[src/rtl/apb_master_ctrl.sv]
// APB master sequencer: takes single read/write requests, runs IDLE/SETUP/ACCESS
// towards one of two slaves and returns a one-cycle response (read data or timeout).
module apb_master_ctrl #(
    parameter int ADDR_W  = 8,
    parameter int DATA_W  = 8,
    parameter int TIMEOUT = 16
) (
    input  logic              PCLK,
    input  logic              PRST,
    input  logic              req_valid,
    output logic              req_ready,
    input  logic              req_write,
    input  logic [ADDR_W:0]   req_addr,
    input  logic [DATA_W-1:0] req_wdata,
    output logic              rsp_valid,
    output logic [DATA_W-1:0] rsp_rdata,
    output logic              rsp_err,
    output logic              PSEL1,
    output logic              PSEL2,
    output logic              PENABLE,
    output logic              PWRITE,
    output logic [ADDR_W-1:0] padd,
    output logic [DATA_W-1:0] pwdata,
    input  logic              PREADY1,
    input  logic              PREADY2,
    input  logic [DATA_W-1:0] prdata1,
    input  logic [DATA_W-1:0] prdata2
);

    localparam logic [1:0] IDLE   = 2'd0;
    localparam logic [1:0] SETUP  = 2'd1;
    localparam logic [1:0] ACCESS = 2'd2;

    localparam int CNT_W = (TIMEOUT > 1) ? $clog2(TIMEOUT) : 1;
    localparam logic [CNT_W-1:0] CNT_LAST = CNT_W'(TIMEOUT - 1);

    logic [1:0]        state_q, state_d;
    logic [CNT_W-1:0]  cnt_q, cnt_d;
    logic              wr_q, wr_d;
    logic [ADDR_W:0]   addr_q, addr_d;
    logic [DATA_W-1:0] wdata_q, wdata_d;
    logic              psel1_q, psel1_d;
    logic              psel2_q, psel2_d;
    logic              penable_q, penable_d;
    logic              rsp_valid_q, rsp_valid_d;
    logic              rsp_err_q, rsp_err_d;
    logic [DATA_W-1:0] rsp_rdata_q, rsp_rdata_d;

    logic              sel_ready;
    logic [DATA_W-1:0] sel_rdata;

    // The unselected slave's handshake is never looked at.
    assign sel_ready = addr_q[ADDR_W] ? PREADY2 : PREADY1;
    assign sel_rdata = addr_q[ADDR_W] ? prdata2 : prdata1;

    always_comb begin
        state_d     = state_q;
        cnt_d       = cnt_q;
        wr_d        = wr_q;
        addr_d      = addr_q;
        wdata_d     = wdata_q;
        psel1_d     = psel1_q;
        psel2_d     = psel2_q;
        penable_d   = penable_q;
        rsp_valid_d = 1'b0;
        rsp_err_d   = 1'b0;
        rsp_rdata_d = '0;

        case (state_q)
            IDLE: begin
                if (req_valid) begin
                    state_d   = SETUP;
                    wr_d      = req_write;
                    addr_d    = req_addr;
                    wdata_d   = req_wdata;
                    psel1_d   = ~req_addr[ADDR_W];
                    psel2_d   = req_addr[ADDR_W];
                    penable_d = 1'b0;
                    cnt_d     = '0;
                end
            end
            SETUP: begin
                state_d   = ACCESS;
                penable_d = 1'b1;
            end
            ACCESS: begin
                if (sel_ready) begin
                    state_d     = IDLE;
                    psel1_d     = 1'b0;
                    psel2_d     = 1'b0;
                    penable_d   = 1'b0;
                    rsp_valid_d = 1'b1;
                    rsp_rdata_d = wr_q ? '0 : sel_rdata;
                end else if (cnt_q == CNT_LAST) begin
                    // Slave never answered: abandon the transfer with an error response.
                    state_d     = IDLE;
                    psel1_d     = 1'b0;
                    psel2_d     = 1'b0;
                    penable_d   = 1'b0;
                    rsp_valid_d = 1'b1;
                    rsp_err_d   = 1'b1;
                end else begin
                    cnt_d = cnt_q + 1'b1;
                end
            end
            default: begin
                state_d   = IDLE;
                psel1_d   = 1'b0;
                psel2_d   = 1'b0;
                penable_d = 1'b0;
            end
        endcase
    end

    always_ff @(posedge PCLK or negedge PRST) begin
        if (!PRST) begin
            state_q     <= IDLE;
            cnt_q       <= '0;
            wr_q        <= 1'b0;
            addr_q      <= '0;
            wdata_q     <= '0;
            psel1_q     <= 1'b0;
            psel2_q     <= 1'b0;
            penable_q   <= 1'b0;
            rsp_valid_q <= 1'b0;
            rsp_err_q   <= 1'b0;
            rsp_rdata_q <= '0;
        end else begin
            state_q     <= state_d;
            cnt_q       <= cnt_d;
            wr_q        <= wr_d;
            addr_q      <= addr_d;
            wdata_q     <= wdata_d;
            psel1_q     <= psel1_d;
            psel2_q     <= psel2_d;
            penable_q   <= penable_d;
            rsp_valid_q <= rsp_valid_d;
            rsp_err_q   <= rsp_err_d;
            rsp_rdata_q <= rsp_rdata_d;
        end
    end

    assign req_ready = (state_q == IDLE);
    assign PSEL1     = psel1_q;
    assign PSEL2     = psel2_q;
    assign PENABLE   = penable_q;
    assign PWRITE    = wr_q;
    assign padd      = addr_q[ADDR_W-1:0];
    assign pwdata    = wdata_q;
    assign rsp_valid = rsp_valid_q;
    assign rsp_err   = rsp_err_q;
    assign rsp_rdata = rsp_rdata_q;

endmodule

[config.mk]
export PLATFORM = sky130hd
export DESIGN_NAME = apb_master_ctrl
export DESIGN_NICKNAME = d
export VERILOG_FILES = /design/src/rtl/apb_master_ctrl.sv
export SDC_FILE = /design/constraint.sdc
export NUM_CORES = 1
export LEC_CHECK = 0
export CAP_MARGIN = 20
export CORE_ASPECT_RATIO = 1.25
export CORE_MARGIN = 1.5
export CORE_UTILIZATION = 38
export CTS_BUF_LIST = sky130_fd_sc_hd__clkbuf_4 sky130_fd_sc_hd__clkbuf_8
export CTS_CLUSTER_DIAMETER = 120
export DETAILED_ROUTE_END_ITERATION = 10
export GPL_ROUTABILITY_DRIVEN = 1
export PLACE_DENSITY = 0.73
export SYNTH_ARGS = -nofsm -noshare
export SYNTH_HDL_FRONTEND = slang
export SYNTH_SLANG_ARGS = --single-unit
[constraint.sdc]
create_clock -name PCLK -period 2 [get_ports PCLK]
set_input_delay 0.4 -clock PCLK [delete_from_list [all_inputs] [get_ports PCLK]]
set_output_delay 0.4 -clock PCLK [all_outputs]
set_load 0.05 [all_outputs]
Yosys cells after proc, flatten, opt, wreduce, memory -nomap -nowiden. Cells that the tools add are included.

Shifts and indexed selects: 0. Bitwise gates (word level): 2. Equal/unequal tests: 7. Muxes and demuxes: 26. Multipliers: 0. Divide/modulo/power cells: 0. Reductions and logical operators: 6. $lt $le $gt $ge: 0. Add/subtract/negate cells: 1.

Operators by type and width (count): $mux 8 (4); $mux 4 (3); $mux 1 (11); $pmux 1 s3 (3); $pmux 4 s2 (1); $mux 2 (3); $ne 2x2->1 const B (3); $pmux 2 s3 (1); $add 4x1->4 const B (1); $eq 4x4->1 const B (1); $reduce_and 2->1 (2); $reduce_and 4->1 (1); $ne 3x3->1 const B (1); $reduce_and 3->1 (1); $eq 2x1->1 const B (1); $eq 2x2->1 const B (1); $logic_not 2->1 (1); $not 1->1 (2); $reduce_bool 2->1 (1).

Bits in latches: 0. Logic and storage cells: 53. Bits in read-only memories: 0. Register bits after elaboration: 37. Output and inout bits: 31. RAM bits: 0. Memories: 0. Bits of input ports: 39.

Logic depth before layout (Yosys ltp). Gate-level depths: netlist (run 1).

Depth after elaboration: 4. Depth in mapped cells: 6. Mapped depth without buffers: 4.

Worst setup path before layout (run 1). OpenSTA, ideal clock, no wires.

Path kind: register -> register. Start point: reg state_q[1]. End point: reg cnt_q[2]. Required time: 1874 ps. Period minus slack after synthesis: 1781 ps. Data arrival time: 1654 ps. Stages on the path, launching flop included: 5. Buffers on the path: 1. Setup time: 126 ps. Setup slack: 219 ps. Path through: dfrtp_1 > or3b_1 > buf_2 > and4_1 > a311o_1.

Cells in the longest elaborated chain, start to end: 3. Elaborated cells between the ends (all ways): 8. Those cells by class: eq/ne: 4; mux: 1; reduce/logical: 3.

RTL lines: from (decl) (RTL line 37) `logic [1:0] state_q, state_d;`; from (signal assigned) (RTL line 129) `state_q <= state_d;`; $eq 2x2->1 or $logic_not 2->1 (tied branches) (RTL line 69) `case (state_q)`; $ne 2x2->1 (no line) or $reduce_bool 2->1 (tied branches); $reduce_and 4->1 (no line); to (signal assigned) (RTL line 130) `cnt_q <= cnt_d;`; to (decl) (RTL line 38) `logic [CNT_W-1:0] cnt_q, cnt_d;`.

Parallel ways exist; a longest one is shown, timed or not. A chain may end at the register's enable or synchronous reset.

Final worst setup path (run 1).
Start point: reg psel2_q (netlist: PSEL2). End point: out PSEL2.

RTL lines: from (decl) (RTL line 43) `logic psel2_q, psel2_d;`; from (signal assigned) (RTL line 135) `psel2_q <= psel2_d;`; to (decl) (RTL line 19) `output logic PSEL2,`.

No word-level cell between the ends.

==> flow_metrics.py, run 1 <==
metrics = {
    "outcome": {
        "outcome": "finished clean",
    },
    "global_route": {
        "antenna_found_initial": 0,
        "gr-total-overflow": 0,
        "grt_pass1_vias": 1177,
        "grt_pass1_wl_um": 5330,
        "grt_max_degree": 37,
        "grt_usage_pct": 16.1,
    },
    "final_layout": {
        "n_antenna_cell": 0,
        "layout_common_cells": "66 x clkdlybuf4s50_1, 58 x nand2_1, 36 x dfrtp_1, 13 x mux2i_1, 10 x nor2_1",
        "fin_area_um2": 2340,
        "layout-drive-gt1-share_pct": 8.48,
        "postLayoutCoreUtil_pct": 60.7,
        "syn_to_final_growth_pct": 51.4,
        "nNetsFinal": 263,
        "final_common_cell": "clkdlybuf4s50_1",
    },
    "setup_path": {
        "path_class": "reg -> out",
        "slowest_delay_ns": 0.81,
        "slowest_stage": "clkdlybuf4s50_1",
        "crit_chain": "clkdlybuf4s50_1",
        "critical-path-top-delay-family": "buffers and inverters",
        "crit_fanout": 3,
        "cp.required_ns": 1.60,
        "end_kind": "primary output",
        "startpoint_type": "register",
        "cp_num_buf_inv": 1,
        "arrival_ns": 1.48,
    },
    "placed_design": {
        "place.gp.congestion": 0.747,
        "numPortBuffers": 69,
        "placed_area_um2": 2240,
        "post-dp-hpwl_um": 2350,
    },
    "detailed_routing": {
        "drc": 0,
        "wl_per_cell_um": 11.8,
        "drtIter0Drc": 41,
        "postRouteAntennaNets": 0,
        "via_per_inst": 4.50,
        "routed.top_layer": "met4",
        "drt-met1-wl_um": 1350,
        "vias": 1250,
        "routed_wl_um": 3270,
        "wl_met3_um": 298,
        "dr.pass1.iters": 4,
        "routed-wl-met2_um": 1550,
    },
    "die": {
        "core_um2": 3850,
        "die_area_um2": 4450,
        "initial_core_util_pct": 40.1,
        "io_pins": 70,
        "rows": 25,
        "chipHeight_um": 74.2,
        "die_x_um": 60.0,
    },
    "timing": {
        "slew_headroom_pct": 65.5,
        "period_share_pct": 93.8,
        "slew_viol_final": 0,
        "hold_viol_final": 0,
        "timing.final.crit_period_ns": 1.88,
        "tns_ns": 0,
        "worst_pin_slew_ns": 0.516,
        "max_freq_ghz": 0.533,
        "finalSetupViolations": 0,
        "fin_skew_ns": 0.00758,
        "rsz0062_at_grt": "no",
    },
    "pwr": {
        "leakagePower_nw": 1.13,
        "power_density_nw_per_um2": 1540,
        "ir_worst_vdd_uv": 973,
        "total_power_w": 0.00360,
    },
    "yosys": {
        "synth_nets": 196,
        "synth.distinct_cells": 24,
        "synth_seq_cells": 36,
        "synth_area_um2": 1540,
        "seq_area_frac_synth_pct": 58.4,
        "avgSynthCellArea_um2": 9.89,
        "synth_cells": 156,
        "ys.warnings.count": 0,
    },
    "cts": {
        "clk_pin_slew_ns": 0.07,
        "cts_buffers": 5,
        "cts_tree": "built",
        "clk_path_buf_depth": 2,
        "cts_resized": 0,
        "post-cts-setup-buffer-count": 0,
        "cts_hold_buf": 0,
        "clock_sinks": 36,
        "root_buffer": "clkbuf_8",
        "htreeDepth": 2,
        "clkLatencyLatePin_ns": 0.29,
    },
    "run": {
        "cap_viol_max_count": 0,
    },
    "hold_path": {
        "hold_class": "in -> async",
    },
}
## synthesized netlist by cell type, drive strengths merged
master	count	area, um^2
mux2	1	11.3
o22ai	2	12.5
and4	1	8.76
nand2	58	218
a311o	1	10.0
nand3	3	15.0
mux2i	13	130
or3b	1	8.76
dfrtp	36	901
nand2b	2	12.5
or3	1	6.26
buf	12	82.6
a31o	1	8.76
a21oi	1	5.00
inv	5	18.8
nor2b	2	12.5
nor2	10	37.5
ha	1	12.5
clkbuf	2	7.51
xor2	1	8.76
o21ai	1	5.00
nor4bb	1	10.0
## worst reg2reg max path, cell delays in order, from the launching register on
cell	delay [ns]
dfrtp_1	0.46
or3b_1	0.45
buf_4	0.17
inv_2	0.24
nand2_1	0.10
nand2_1	0.07
## logic make-up after synthesis
family	Yosys count	share of synthesized area, %
xor+xnor	1	0.568
compound gates	6	2.68
simple gates	79	21.3
flops	36	58.4
buf+inv	19	7.06
fa+ha+maj	1	0.811
mux	14	9.16
## state kept, by name, summed over array words and instances, names as in the netlist
| name | flops |
|---|---|
| PWRITE | 1 |
| addr_q | 9 |
| state_q | 2 |
| pwdata | 8 |
| rsp_rdata | 8 |
| PSEL2 | 1 |
| cnt_q | 4 |
| rsp_valid | 1 |
| PSEL1 | 1 |
| rsp_err | 1 |
## layer usage
layer / vias up / GRT usage, %
met3: 8 / 6.09
met5: - / 0
met2: 51 / 24.6
li1: 620 / -
met1: 571 / 20.4
met4: 0 / 6.67
## through the flow
stage	hold slack, ns	instances	worst slack, ns
after floorplan	0.104	156	0.220
after global placement	0.458	270	0.101
after detailed placement	0.463	270	0.0723
after CTS	0.157	278	0.120
after global routing	0.184	278	0.0864
final	0.140	278	0.124
## report_power, final
part           internal, W  total [W]  switching (W)
Sequential        0.000980    0.00114       0.000161
Combinational     0.000670    0.00191        0.00124
Clock             0.000308   0.000548       0.000241
Total              0.00196    0.00360        0.00164
## worst paths after layout
| path | from | endpoint | slack (ns) | cells after the start |
|---|---|---|---|---|
| worst max-delay path | PSEL2 | PSEL2 | 0.12 | 1 |
| worst min-delay path | PRST | PSEL1 | 0.14 | 2 |
| worst max register to register | state_q[1] | addr_q[0] | 0.44 | 5 |
| worst min register to register | addr_q[3] | addr_q[3] | 0.48 | 2 |
| max in group asynchronous | PRST | cnt_q[0] | 1.54 | 2 |
| min in group PCLK | addr_q[3] | addr_q[3] | 0.48 | 2 |
## area by class of cell
class | count | area, um^2
multi-input cells | 101 | 533
clock buffers | 8 | 97.6
fillers | 328 | 1510
repair buffers | 74 | 718
flip-flops and latches | 36 | 901
well taps | 54 | 67.6
inverters | 5 | 18.8
(Power assumes the default switching activity.)
==> run 2: changes to the inputs <==
Settings changed: GPL_TIMING_DRIVEN from default to 0.
==> run 2 against run 1 <==
Against the previous run:
- clock power fell by 0.9%
- die area unchanged
- critical path depth up 1
- non-clock buffer count grew 9
- via count rose by 2.6%
- register-to-register slack got worse by 0.05 ns
- first-iteration DRC count shrank 12%
- design area grew 2.4%
- hold slack better by 0.062 ns
- largest cell class unchanged
==> flow_metrics.py, run 2 (synthesized netlist as in run 1, its figures left out) <==
metrics = {
    "die": {
        "chipHeight_um": 74.2,
        "core_um2": 3850,
        "die_area_um2": 4450,
        "die_x_um": 60.0,
        "io_pins": 70,
        "initial_core_util_pct": 40.1,
        "rows": 25,
    },
    "setup_path": {
        "reg2reg_from": "state_q[1]",
        "arrival_ns": 1.53,
        "cp.required_ns": 1.60,
        "crit_fanout": 2,
        "startpoint_type": "register",
        "rrSetupSlack_ns": 0.39,
        "path_class": "reg -> out",
        "timing.rr.end": "cnt_q[2]",
        "ff2ff_path_depth": 4,
        "end_kind": "primary output",
    },
    "outcome": {
        "outcome": "finished clean",
    },
    "global_route": {
        "gr-total-overflow": 0,
        "grt_pass1_wl_um": 5060,
        "grt_pass1_vias": 1140,
        "grt_usage_pct": 15.2,
        "grt_max_degree": 37,
        "antenna_found_initial": 0,
    },
    "final_layout": {
        "layout_common_cells": "66 x clkdlybuf4s50_1, 58 x nand2_1, 36 x dfrtp_1, 13 x mux2i_1, 10 x nor2_1",
        "final_common_cell": "clkdlybuf4s50_1",
        "syn_to_final_growth_pct": 55.0,
        "postLayoutCoreUtil_pct": 62.1,
        "nNetsFinal": 272,
        "largest_reg_flops": 9,
        "n_antenna_cell": 0,
        "top_register": "addr_q",
        "layout-drive-gt1-share_pct": 10.3,
    },
    "timing": {
        "worst_pin_slew_ns": 0.788,
        "max_freq_ghz": 0.518,
        "period_share_pct": 96.5,
        "finalSetupViolations": 0,
        "slew_headroom_pct": 47.5,
        "slew_viol_final": 0,
        "fin_skew_ns": 0.00278,
        "worst_slack_ns": 0.0710,
        "timing.final.crit_period_ns": 1.93,
        "rsz0062_at_grt": "no",
        "hold_viol_final": 0,
    },
    "detailed_routing": {
        "drtIter0Drc": 36,
        "drc": 0,
        "via_per_inst": 4.47,
        "vias": 1282,
        "routed_wl_um": 3190,
        "wl_per_cell_um": 11.1,
        "postRouteAntennaNets": 0,
        "dr.pass1.iters": 4,
    },
    "hold_path": {
        "hold_class": "in -> async",
    },
    "placed_design": {
        "dp_slack_ns": -0.00518,
        "post-dp-hpwl_um": 2340,
        "numPortBuffers": 69,
        "place.gp.congestion": 0.740,
    },
    "cts": {
        "cts_buffers": 5,
        "htreeDepth": 2,
        "cts_tree": "built",
        "clk_path_buf_depth": 2,
        "clk_pin_slew_ns": 0.07,
        "post-cts-setup-buffer-count": 0,
        "clkLatencyLatePin_ns": 0.28,
        "root_buffer": "clkbuf_8",
        "clock_sinks": 36,
    },
    "pwr": {
        "power_density_nw_per_um2": 1540,
        "swShare_pct": 44.8,
        "pwr-share-seq_pct": 30.7,
        "p_int_w": 0.00203,
        "ir_worst_vdd_uv": 1030,
        "total_power_w": 0.00368,
        "switching_power_w": 0.00165,
        "leakagePower_nw": 1.16,
        "pwr-share-comb_pct": 54.5,
        "power_frac_clock_pct": 14.8,
    },
    "run": {
        "cap_viol_max_count": 0,
    },
}
## run 2: cell count changes in the layout (fill, tap and decap cells not counted)
cell / change
buf_2: +3
buf_4: +2
clkbuf_1: +2
dlygate4sd2_1: +2
## run 2: metrics by stage
stage	hold WS (ns)	area, um^2	TNS [ns]	cells
2_1_floorplan	0.104	1540	0	156
3_3_place_gp	0.458	2300	-9.87	279
3_5_place_dp	0.461	2300	-0.0154	279
4_1_cts	0.229	2390	0	287
5_1_grt	0.273	2390	0	287
6_report	0.202	2390	0	287
## run 2: layer usage
metal,track usage [%],part of all wire [%]
met2,24.4,49
met4,7.41,1.8
met5,0,0
met1,18.9,41
met3,3.83,8.3
## run 2: how the worst max path moves through the flow
| stage | cells after the start | end | slack [ns] | startpoint |
|---|---|---|---|---|
| 2_1_floorplan | 4 | cnt_q[2] | 0.22 | state_q[1] |
| 3_3_place_gp | 1 | pwdata[6] | -0.28 | PRST |
| 3_5_place_dp | 7 | addr_q[0] | -0.005 | req_valid |
| 4_1_cts | 2 | padd[3] | 0.05 | addr_q[3] |
| 5_1_grt | 2 | padd[3] | 0.02 | addr_q[3] |
| 6_report | 2 | padd[3] | 0.07 | addr_q[3] |
## run 2: area by class of cell
type,instances,area (um^2)
fillers,355,1460
flip-flops and latches,36,901
repair buffers,69,683
multi-input cells,101,533
clock buffers,8,97.6
plain buffers,14,90.1
well taps,54,67.6
inverters,5,18.8
## run 2: critical path, stage by stage (launching register included)
cell and delay (ns):
dfrtp_1 0.35, buf_4 0.10, clkdlybuf4s50_1 0.80
## run 2: power groups by stage
| stage | logic [W] | clock network [W] | registers (W) |
|---|---|---|---|
| 3_5_place_dp | 0.00205 | 0 | 0.00114 |
| 6_report | 0.00200 | 0.000543 | 0.00113 |
| 4_1_cts | 0.00203 | 0.000564 | 0.00113 |
| 5_1_grt | 0.00213 | 0.000589 | 0.00117 |
| 3_3_place_gp | 0.00203 | 0 | 0.00114 |
| 2_1_floorplan | 0.000906 | 0 | 0.00162 |
## run 2: what timing repair did
action | 4_1_cts | 5_1_grt
endpoints found under the setup margin | 2 | 0
hold buffers | 0 | 0
resized for setup | 2 | 0
==> run 3: changes to the inputs <==
Clock period 2 ns to 2.17 ns, I/O delays scaled along.
==> run 3 against run 2 <==
Against the previous run:
- die area did not move
- total power decreased by 7.5%
- wire length unchanged
- worst setup slack got worse by 0.0026 ns
- clock skew stayed put
- critical path type unchanged
- largest cell class unchanged
- largest power group unchanged
==> flow_metrics.py, run 3 (synthesized netlist as in run 1, its figures left out) <==
metrics = {
    "setup_path": {
        "cp.required_ns": 1.74,
        "crit_fanout": 9,
        "path_class": "reg -> out",
        "end_kind": "primary output",
        "arrival_ns": 1.67,
        "critical-path-top-delay-family": "buffers and inverters",
        "crit_chain": "nor2_1, clkdlybuf4s50_1",
        "slowest_stage": "clkdlybuf4s50_1",
        "cp_num_buf_inv": 1,
        "startpoint_type": "register",
        "rrSetupSlack_ns": 0.55,
        "slowest_delay_ns": 0.80,
    },
    "placed_design": {
        "post-dp-hpwl_um": 2340,
        "place.gp.congestion": 0.740,
        "dp.cells": 279,
        "numPortBuffers": 69,
        "placed_area_um2": 2300,
    },
    "cts": {
        "cts_buffers": 5,
        "post-cts-setup-buffer-count": 0,
        "clk_pin_slew_ns": 0.06,
        "cts_resized": 0,
        "clock_sinks": 36,
        "cts_hold_buf": 0,
        "cts_tree": "built",
        "clkLatencyLatePin_ns": 0.28,
        "root_buffer": "clkbuf_8",
        "htreeDepth": 2,
        "clk_path_buf_depth": 2,
    },
    "timing": {
        "timing.final.crit_period_ns": 2.10,
        "finalSetupViolations": 0,
        "worst_pin_slew_ns": 0.788,
        "fin_skew_ns": 0.00278,
        "max_freq_ghz": 0.476,
        "slew_viol_final": 0,
        "slew_headroom_pct": 47.5,
        "period_share_pct": 96.9,
        "rsz0062_at_grt": "no",
        "hold_viol_final": 0,
        "fin_hold_ws_ns": 0.236,
    },
    "hold_path": {
        "hold_class": "in -> async",
    },
    "final_layout": {
        "final_cells": 287,
        "top_register": "addr_q",
        "largest_reg_flops": 9,
        "layout_common_cells": "68 x clkdlybuf4s50_1, 58 x nand2_1, 36 x dfrtp_1, 13 x mux2i_1, 10 x nor2_1",
        "nNetsFinal": 272,
        "syn_to_final_growth_pct": 55.2,
        "fillers": 356,
        "fin_area_um2": 2390,
        "layout-drive-gt1-share_pct": 10.3,
        "final_common_cell": "clkdlybuf4s50_1",
        "n_antenna_cell": 0,
    },
    "pwr": {
        "power_density_nw_per_um2": 1420,
        "ir_worst_vdd_uv": 946,
        "leakagePower_nw": 1.16,
    },
    "die": {
        "io_pins": 70,
        "die_x_um": 60.0,
        "initial_core_util_pct": 40.1,
        "chipHeight_um": 74.2,
        "die_area_um2": 4450,
        "core_um2": 3850,
        "rows": 25,
    },
    "detailed_routing": {
        "postRouteAntennaNets": 0,
        "drc": 0,
        "wl_per_cell_um": 11.1,
        "vias": 1282,
        "routed_wl_um": 3190,
        "dr.pass1.iters": 4,
        "via_per_inst": 4.47,
        "drtIter0Drc": 36,
    },
    "global_route": {
        "antenna_found_initial": 0,
        "grt_max_degree": 37,
        "grt_pass1_wl_um": 5050,
        "grt_pass1_vias": 1134,
        "grt_usage_pct": 15.1,
        "gr-total-overflow": 0,
    },
    "run": {
        "cap_viol_max_count": 0,
    },
    "outcome": {
        "outcome": "finished clean",
    },
}
-- run 3: path summary, 6_finish.rpt --
path,startpoint,endpoint,depth (start not counted)
setup / recovery,state_q[1],req_ready,2
hold / removal,PRST,PSEL1,1
setup reg to reg,state_q[1],cnt_q[2],4
hold reg to reg,pwdata[5],pwdata[5],2
max in group asynchronous,PRST,rsp_rdata[2],1
min in group PCLK,pwdata[5],pwdata[5],2
-- run 3: stage by stage --
step | TNS [ns] | util (%) | power (W) | setup slack, ns
after floorplan | 0 | - | 0.00232 | 0.390
after global placement | -4.97 | 59.8 | 0.00292 | -0.139
after detailed placement | 0 | 59.7 | 0.00294 | 0.131
after CTS | 0 | 62.2 | 0.00345 | 0.0546
after global routing | 0 | 62.2 | 0.00360 | 0.00367
final | 0 | 62.2 | 0.00340 | 0.0683
-- run 3: area by class of cell --
class                   count  area (um^2)  area share, %
multi-input cells         101          533           22.3
plain buffers              14         90.1           3.76
flip-flops and latches     36          901           37.6
clock buffers               8         97.6           4.08
well taps                  54         67.6           2.82
repair buffers             69          686           28.6
inverters                   5         18.8          0.784
-- run 3: per-layer routing --
layer	part of all wire, %	track usage [%]	wire length, um	vias to the layer above
li1	-	-	-	638
met1	41	18.9	1320	587
met2	49	24.3	1550	50
met3	8.3	3.83	263	7
met4	1.8	7.41	57	0
met5	0	0	0	-
-- run 3: report_power, final --
group / switching [W] / internal [W]
clock: 0.000217 / 0.000284
sequential: 0.000139 / 0.000903
combinational: 0.00116 / 0.000697
total: 0.00152 / 0.00188
